### config.mk
export PLATFORM = sky130hd
export DESIGN_NAME = rv32_fetch_flat
export DESIGN_NICKNAME = d
export VERILOG_FILES = /design/src/rtl/rv32_fetch_pkg.sv /design/src/rtl/rv32_fetch_if.sv /design/src/rtl/rv32_fetch_predictor.sv /design/src/rtl/rv32_fetch.sv /design/src/flat_wrapper.sv
export SDC_FILE = /design/constraint.sdc
export NUM_CORES = 1
export LEC_CHECK = 0
export BUFFER_PORTS_ARGS = -buffer_cell sky130_fd_sc_hd__buf_4
export CORE_MARGIN = 2
export CORE_UTILIZATION = 61
export DETAILED_ROUTE_END_ITERATION = 6
export PLACE_DENSITY = 0.86
export RECOVER_POWER = 50
export SYNTH_ARGS = -nofsm -noshare
export SYNTH_HDL_FRONTEND = slang
export SYNTH_HIERARCHICAL = 1
export SYNTH_SLANG_ARGS = --single-unit
### constraint.sdc
create_clock -name clk -period 8.8 [get_ports clk]
set_input_delay 1.76 -clock clk [delete_from_list [all_inputs] [get_ports clk]]
set_output_delay 1.76 -clock clk [all_outputs]
set_load 0.05 [all_outputs]
### src/rtl/rv32_fetch_pkg.sv
// rv32_fetch_pkg: shared types and constants for the instruction-fetch stage.
package rv32_fetch_pkg;
    typedef enum logic [1:0] {FETCH, HOLD, DRAIN} state_t;
    localparam logic [31:0] NOP = 32'h0000_0013;
    localparam logic [6:0] OP_JAL = 7'b1101111;
    localparam logic [6:0] OP_BRANCH = 7'b1100011;
    localparam logic [3:0] RV32_MCAUSE_INSTR_MISALIGNED = 4'd0;
    localparam logic [3:0] RV32_MCAUSE_INSTR_FAULT_EXCEPTION = 4'd1;
endpackage

### src/rtl/rv32_fetch_if.sv
// rv32_fetch_if: instruction-bus signals between the fetch stage and memory.
interface rv32_fetch_if;
    logic [31:0] instr_address;
    logic        instr_read;
    logic [31:0] instr_read_value;
    logic        instr_ready;
    logic        instr_fault;
    modport master(output instr_address, instr_read, input instr_read_value, instr_ready, instr_fault);
    modport slave(input instr_address, instr_read, output instr_read_value, instr_ready, instr_fault);
endinterface

### src/rtl/rv32_fetch_predictor.sv
// rv32_fetch_predictor: static BTFN prediction; JAL and backward branches are taken.
module rv32_fetch_predictor
    import rv32_fetch_pkg::*;
#(
    parameter bit PREDICT = 1'b1
) (
    input  logic [31:0] instr,
    input  logic [31:0] pc,
    output logic        taken,
    output logic [31:0] target
);
    logic [31:0] j_imm, b_imm;
    logic        is_jal, is_bwd;
    always_comb begin
        j_imm  = {{12{instr[31]}}, instr[19:12], instr[20], instr[30:21], 1'b0};
        b_imm  = {{20{instr[31]}}, instr[7], instr[30:25], instr[11:8], 1'b0};
        is_jal = instr[6:0] == OP_JAL;
        is_bwd = instr[6:0] == OP_BRANCH && instr[31];
        taken  = PREDICT && (is_jal || is_bwd);
        target = pc + (is_jal ? j_imm : b_imm);
    end
endmodule

### src/rtl/rv32_fetch.sv
// rv32_fetch: owns the PC, issues instruction reads, and feeds the fetch->decode registers.
module rv32_fetch
    import rv32_fetch_pkg::*;
#(
    parameter logic [31:0] RESET_VECTOR = 32'h0000_0000,
    parameter bit          PREDICT      = 1'b1
) (
    input  logic        clk,
    input  logic        reset,
    input  logic        stall_in,
    input  logic        flush_in,
    input  logic        redirect_in,
    input  logic [31:0] redirect_pc_in,
    rv32_fetch_if.master bus,
    output logic        fetch_wait_out,
    output logic        valid_out,
    output logic        exception_out,
    output logic [3:0]  exception_cause_out,
    output logic        branch_predicted_taken_out,
    output logic [31:0] pc_out,
    output logic [31:0] instr_out
);
    state_t      state, state_next;
    logic [31:0] pc, next_pc, skid_instr, word, target;
    logic [31:2] drain_addr;
    logic        skid_fault, aligned, misaligned, bus_hit, deliver, fault, exc, taken, pred, advance, req;

    rv32_fetch_predictor #(.PREDICT(PREDICT)) u_pred (.instr(word), .pc(pc), .taken(taken), .target(target));

    assign bus.instr_read    = req;
    assign bus.instr_address = {state == DRAIN ? drain_addr : pc[31:2], 2'b00};

    always_comb begin
        aligned        = pc[1:0] == 2'b00;
        misaligned     = state == FETCH && !aligned;
        req            = (state == FETCH && aligned) || state == DRAIN;
        bus_hit        = state == FETCH && aligned && bus.instr_ready;
        deliver        = bus_hit || misaligned || state == HOLD;
        word           = state == HOLD ? skid_instr : bus.instr_read_value;
        fault          = state == HOLD ? skid_fault : bus.instr_fault;
        exc            = misaligned || fault;
        pred           = taken && !exc;
        next_pc        = pred ? target : pc + 32'd4;
        advance        = !stall_in && (bus_hit || state == HOLD);
        fetch_wait_out = !deliver;
        // A redirect with a request still in flight must wait out the old response.
        state_next     = redirect_in ? (req && !bus.instr_ready ? DRAIN : FETCH)
                       : state == FETCH ? (bus_hit && stall_in ? HOLD : FETCH)
                       : state == HOLD ? (stall_in ? HOLD : FETCH)
                       : (bus.instr_ready ? FETCH : DRAIN);
    end

    always_ff @(posedge clk) begin
        if (reset) begin
            state                      <= FETCH;
            pc                         <= RESET_VECTOR;
            drain_addr                 <= '0;
            skid_instr                 <= '0;
            skid_fault                 <= 1'b0;
            valid_out                  <= 1'b0;
            exception_out              <= 1'b0;
            exception_cause_out        <= '0;
            branch_predicted_taken_out <= 1'b0;
            pc_out                     <= '0;
            instr_out                  <= NOP;
        end else begin
            state <= state_next;
            if (state == FETCH) drain_addr <= pc[31:2];
            if (redirect_in) begin
                pc         <= redirect_pc_in;
                skid_instr <= '0;
                skid_fault <= 1'b0;
            end else begin
                if (advance) pc <= next_pc;
                if (bus_hit && stall_in) begin
                    skid_instr <= bus.instr_read_value;
                    skid_fault <= bus.instr_fault;
                end
            end
            if (redirect_in || (!stall_in && (flush_in || !deliver))) begin
                valid_out                  <= 1'b0;
                exception_out              <= 1'b0;
                branch_predicted_taken_out <= 1'b0;
            end else if (!stall_in) begin
                valid_out                  <= !exc;
                exception_out              <= exc;
                exception_cause_out        <= exc && !misaligned ? RV32_MCAUSE_INSTR_FAULT_EXCEPTION
                                                                  : RV32_MCAUSE_INSTR_MISALIGNED;
                branch_predicted_taken_out <= pred;
                pc_out                     <= pc;
                instr_out                  <= exc ? NOP : word;
            end
        end
    end
endmodule
### src/flat_wrapper.sv
// flat-port wrapper written by rule: the top's interface ports become plain ports
module rv32_fetch_flat import rv32_fetch_pkg::*;
#(
    parameter logic [31:0] RESET_VECTOR = 32'h0000_0000,
    parameter bit          PREDICT      = 1'b1
)
  (clk, reset, stall_in, flush_in, redirect_in, redirect_pc_in, fetch_wait_out, valid_out, exception_out, exception_cause_out, branch_predicted_taken_out, pc_out, instr_out, bus_instr_address, bus_instr_read, bus_instr_read_value, bus_instr_ready, bus_instr_fault);
  rv32_fetch_if bus_i ();
  input  logic clk;
  input  logic reset;
  input  logic stall_in;
  input  logic flush_in;
  input  logic redirect_in;
  input  logic [31:0] redirect_pc_in;
  output logic fetch_wait_out;
  output logic valid_out;
  output logic exception_out;
  output logic [3:0] exception_cause_out;
  output logic branch_predicted_taken_out;
  output logic [31:0] pc_out;
  output logic [31:0] instr_out;
  output wire logic [$bits(bus_i.instr_address)-1:0] bus_instr_address;
  output wire logic [$bits(bus_i.instr_read)-1:0] bus_instr_read;
  input wire logic [$bits(bus_i.instr_read_value)-1:0] bus_instr_read_value;
  input wire logic [$bits(bus_i.instr_ready)-1:0] bus_instr_ready;
  input wire logic [$bits(bus_i.instr_fault)-1:0] bus_instr_fault;
  assign bus_instr_address = bus_i.instr_address;
  assign bus_instr_read = bus_i.instr_read;
  assign bus_i.instr_read_value = bus_instr_read_value;
  assign bus_i.instr_ready = bus_instr_ready;
  assign bus_i.instr_fault = bus_instr_fault;
  rv32_fetch #(.RESET_VECTOR(RESET_VECTOR), .PREDICT(PREDICT)) u_core (.clk(clk), .reset(reset), .stall_in(stall_in), .flush_in(flush_in), .redirect_in(redirect_in), .redirect_pc_in(redirect_pc_in), .bus(bus_i), .fetch_wait_out(fetch_wait_out), .valid_out(valid_out), .exception_out(exception_out), .exception_cause_out(exception_cause_out), .branch_predicted_taken_out(branch_predicted_taken_out), .pc_out(pc_out), .instr_out(instr_out));
endmodule
==> flow_metrics.py <==
metrics = {
    "clocking": {
        "cts_root_buffer": "sky130_fd_sc_hd__clkbuf_16",
        "post_cts_buffers": 0,
        "clock_sink_count": 165,
        "number_of_buffers_inserted_for_hold_repair_after_clock_tree_synthesis": 0,
        "h-tree-depth": 4,
        "cts_repair_resize_count": 0,
        "path_clk_slew_ns": 0.07,
        "cts-buffers-inserted": 17,
        "cts_tree": "yes",
        "clk-insertion-delay-late_ns": 0.44,
        "cts.path.max_buffers": 2,
    },
    "cells_and_area": {
        "final_cell_area_um2": 11400,
        "nNetsFinal": 1473,
        "number_of_filler_instances_in_the_final_layout": 1361,
        "layout_cells_sized_above_1_pct": 17.6,
        "num_antenna_cells": 0,
        "syn_to_final_growth_pct": 14.4,
        "layout_common_cells": "sky130_fd_sc_hd__nand2_1 (266), sky130_fd_sc_hd__a21oi_1 (183), sky130_fd_sc_hd__dfxtp_1 (165)",
        "mostFrequentLayoutCell": "sky130_fd_sc_hd__nand2_1",
    },
    "placed_design": {
        "dpl-instance-area_um2": 11000,
        "numPortBuffers": 170,
        "dp.final_hpwl_um": 21300,
        "placement.setup.worst_slack_ns": 2.81,
        "globalplace.congestion": 0.935,
    },
    "yosys": {
        "synth_enable_flop_cells": 0,
        "synthFlopType": "sky130_fd_sc_hd__dfxtp_1",
        "asyncSetResetFlopFracSynth_pct": 0,
        "syn_avg_cell_area_um2": 7.78,
        "syn_inst": 1276,
        "mappedNetlistArea_um2": 9920,
        "ys_ff_latch": 165,
        "yosysWarnings": 6,
        "seq_area_frac_synth_pct": 33.3,
        "synthDistinctLibCells": 80,
    },
    "power_and_ir_drop": {
        "fin_total_pwr_w": 0.00201,
        "leakage_nw": 4.30,
        "vdd_ir_drop_max_v": 0.000139,
        "powerDensity_nw_per_um2": 177,
    },
    "worst_hold_path": {
        "hold_path_cell_cnt": 2,
        "hold_start": "u_core/instr_out[6]",
        "endpoint_of_the_worst_hold_path": "u_core/instr_out[6]",
        "tightest_hold_check_type": "flip-flop to flip-flop",
    },
    "sta": {
        "timing_hold_violations_final": 0,
        "clock-skew-final_ns": 0.00822,
        "setup_violations": 0,
        "totalNegativeSetupSlack_ns": 0,
        "grt_setup_unrepaired": "false",
        "worst_pin_slew_ns": 3.47,
        "timing.final.max_slew_violations": 169,
        "postLayoutSetupSlackWorst_ns": 2.35,
        "period_share_pct": 73.3,
        "clock.fmax_ghz": 0.155,
        "minimum_period_implied_by_the_final_worst_setup_slack_ns": 6.45,
        "relSlewSlack_pct": -131,
    },
    "detailed_routing": {
        "drt_pass1_iterations": 5,
        "detailroute.via_count": 9989,
        "detailed_route_drc_error_count": 0,
        "routed_wire_length_per_instance_um": 19.3,
        "wl_um": 30800,
        "via_per_instance_ratio": 6.26,
        "antenna_violating_nets_post_route": 0,
        "drt_iter0_drc": 942,
    },
    "grt": {
        "globalRouteTotalUtil_pct": 34.3,
        "antenna_found_initial": 0,
        "grt_max_degree": 77,
        "global_route_wire_length_before_repair_um": 48300,
        "grt-ovfl-total": 0,
        "first_global_vias": 9365,
    },
    "worst_setup_path": {
        "crit_path_end_kind": "flip-flop",
        "crit_family": "buffers and inverters",
        "critPathArrivalTime_ns": 6.76,
        "worst-setup-path-type": "input port to flip-flop",
        "reg2reg_setup_slack_ns": 3.21,
        "critical_path_cell_list": "clkbuf_1 -> clkbuf_1 -> a21oi_1 -> o31ai_1 -> a21oi_1",
        "timing.critical_path.slowest_cell_delay_ns": 2.56,
        "critical-path-slowest-cell": "sky130_fd_sc_hd__clkbuf_1",
        "r2r-end": "u_core/pc[31]",
        "required_ns": 9.11,
        "r2r_startpoint": "u_core/state[1]",
        "critical_path_buf_inv_count": 2,
        "cp_max_fo": 76,
        "timing.reg2reg.worst_path_depth": 19,
        "critical_path.startpoint_type": "input port",
    },
    "job": {
        "cap_viol_max_count": 3,
    },
    "floorplanning": {
        "start_util_pct": 62.5,
        "chip_height_um": 132,
        "rows": 46,
        "floorplan.io_pins": 176,
        "placeableCoreArea_um2": 15900,
        "floorplan.die_area_um2": 17300,
        "die-width_um": 132,
    },
    "status": {
        "run_status": "complete, but fails checks",
        "violations": "max-capacitance violations, max-slew violations",
    },
}
logic make-up after synthesis:
logic type	share of synthesized area, %
compound gates	22.0
xor+xnor	3.35
fa+ha+maj	4.49
buf+inv	6.53
flops	33.3
mux	7.58
other cells	0.0378
simple gates	22.7
state kept, by name (all words and copies together) (netlist names):
name and count:
u_core/pc_out 32, u_core/valid_out 1, u_core/instr_out 32, u_core/branch_predicted_taken_out 1, u_core/drain_addr 30, u_core/skid_fault 1
u_core/exception_cause_out 1, u_core/skid_instr 32, u_core/pc 32, u_core/state 2, u_core/exception_out 1
Yosys cell counts (22+ instances only):
| cell | n | share of area, % |
|---|---|---|
| sky130_fd_sc_hd__a21o_1 | 24 | 1.8 |
| sky130_fd_sc_hd__dfxtp_1 | 165 | 33 |
| sky130_fd_sc_hd__clkbuf_1 | 53 | 2.0 |
| sky130_fd_sc_hd__nand3_1 | 58 | 2.9 |
| sky130_fd_sc_hd__a21oi_1 | 183 | 9.2 |
| sky130_fd_sc_hd__o21ai_0 | 37 | 1.9 |
| sky130_fd_sc_hd__nor2_1 | 48 | 1.8 |
| sky130_fd_sc_hd__nand4_1 | 22 | 1.4 |
| sky130_fd_sc_hd__nor3_1 | 25 | 1.3 |
| sky130_fd_sc_hd__ha_1 | 34 | 4.3 |
| sky130_fd_sc_hd__mux2_2 | 64 | 7.3 |
| sky130_fd_sc_hd__nand2_1 | 267 | 10 |
| sky130_fd_sc_hd__buf_2 | 29 | 1.5 |
worst register-to-register path, cell delays in order (launching register included):
cell and delay (ns):
sky130_fd_sc_hd__dfxtp_1 0.60, sky130_fd_sc_hd__nand2b_1 0.17, sky130_fd_sc_hd__buf_4 0.40, sky130_fd_sc_hd__mux2_2 0.41, sky130_fd_sc_hd__nor2b_1 0.12, sky130_fd_sc_hd__nand4_1 0.14, sky130_fd_sc_hd__nor2_1 0.83, sky130_fd_sc_hd__mux2_2 0.32
sky130_fd_sc_hd__ha_1 0.19, sky130_fd_sc_hd__inv_1 0.08, sky130_fd_sc_hd__fa_1 0.40, sky130_fd_sc_hd__nor2b_1 0.16, sky130_fd_sc_hd__o31a_1 0.18, sky130_fd_sc_hd__o21ai_1 0.18, sky130_fd_sc_hd__o211ai_2 0.25, sky130_fd_sc_hd__a21oi_1 0.16
sky130_fd_sc_hd__o41ai_1 0.36, sky130_fd_sc_hd__xnor2_1 0.13, sky130_fd_sc_hd__o21ai_0 0.21, sky130_fd_sc_hd__o22ai_1 0.11
per-layer routing:
metal / up-vias / global-route usage [%] / wire [um]
met4: 0 / 16.2 / 1260
met1: 4731 / 41.5 / 12300
met2: 526 / 59.3 / 14900
met3: 89 / 5.90 / 2290
met5: - / 0 / 0
li1: 4643 / - / -
power by group:
group	internal (W)	total, W	leakage [nW]	switching [W]
clock network	0.000433	0.000778	0.293	0.000346
logic	0.000150	0.000419	2.66	0.000269
registers	0.000772	0.000811	1.34	0.0000396
total	0.00135	0.00201	4.30	0.000655
area by class of cell:
| cell class | instances | area, um^2 | share of cell area, % |
|---|---|---|---|
| Inverter | 19 | 71.3 | 0.628 |
| Tap cell | 216 | 270 | 2.38 |
| Sequential cell | 165 | 3300 | 29.1 |
| Clock inverter | 14 | 185 | 1.63 |
| Clock buffer | 18 | 429 | 3.78 |
| Multi-Input combinational cell | 984 | 6010 | 52.9 |
| Timing Repair Buffer | 180 | 1090 | 9.59 |
worst max path at each step:
stage	startpoint	endpoint	slack (ns)	cells after the start
finish	reset	u_core/pc[10]	2.35	5
detailed placement	bus_instr_read_value[4]	u_core/pc[14]	2.81	17
global route	reset	u_core/pc[10]	2.10	5
global placement	bus_instr_read_value[4]	u_core/pc[29]	2.91	18
CTS	bus_instr_read_value[4]	u_core/pc[14]	3.24	17
floorplan	bus_instr_read_value[4]	u_core/pc[27]	3.64	18
stage by stage:
step	util [%]	std cells	hold slack [ns]
2_1_floorplan	-	1280	0.433
3_3_place_gp	69.3	1564	0.439
3_5_place_dp	69.3	1564	0.445
4_1_cts	73.1	1596	0.455
5_1_grt	71.5	1596	0.467
6_report	71.5	1596	0.449
No activity file was read; power rests on OpenSTA's default activity.
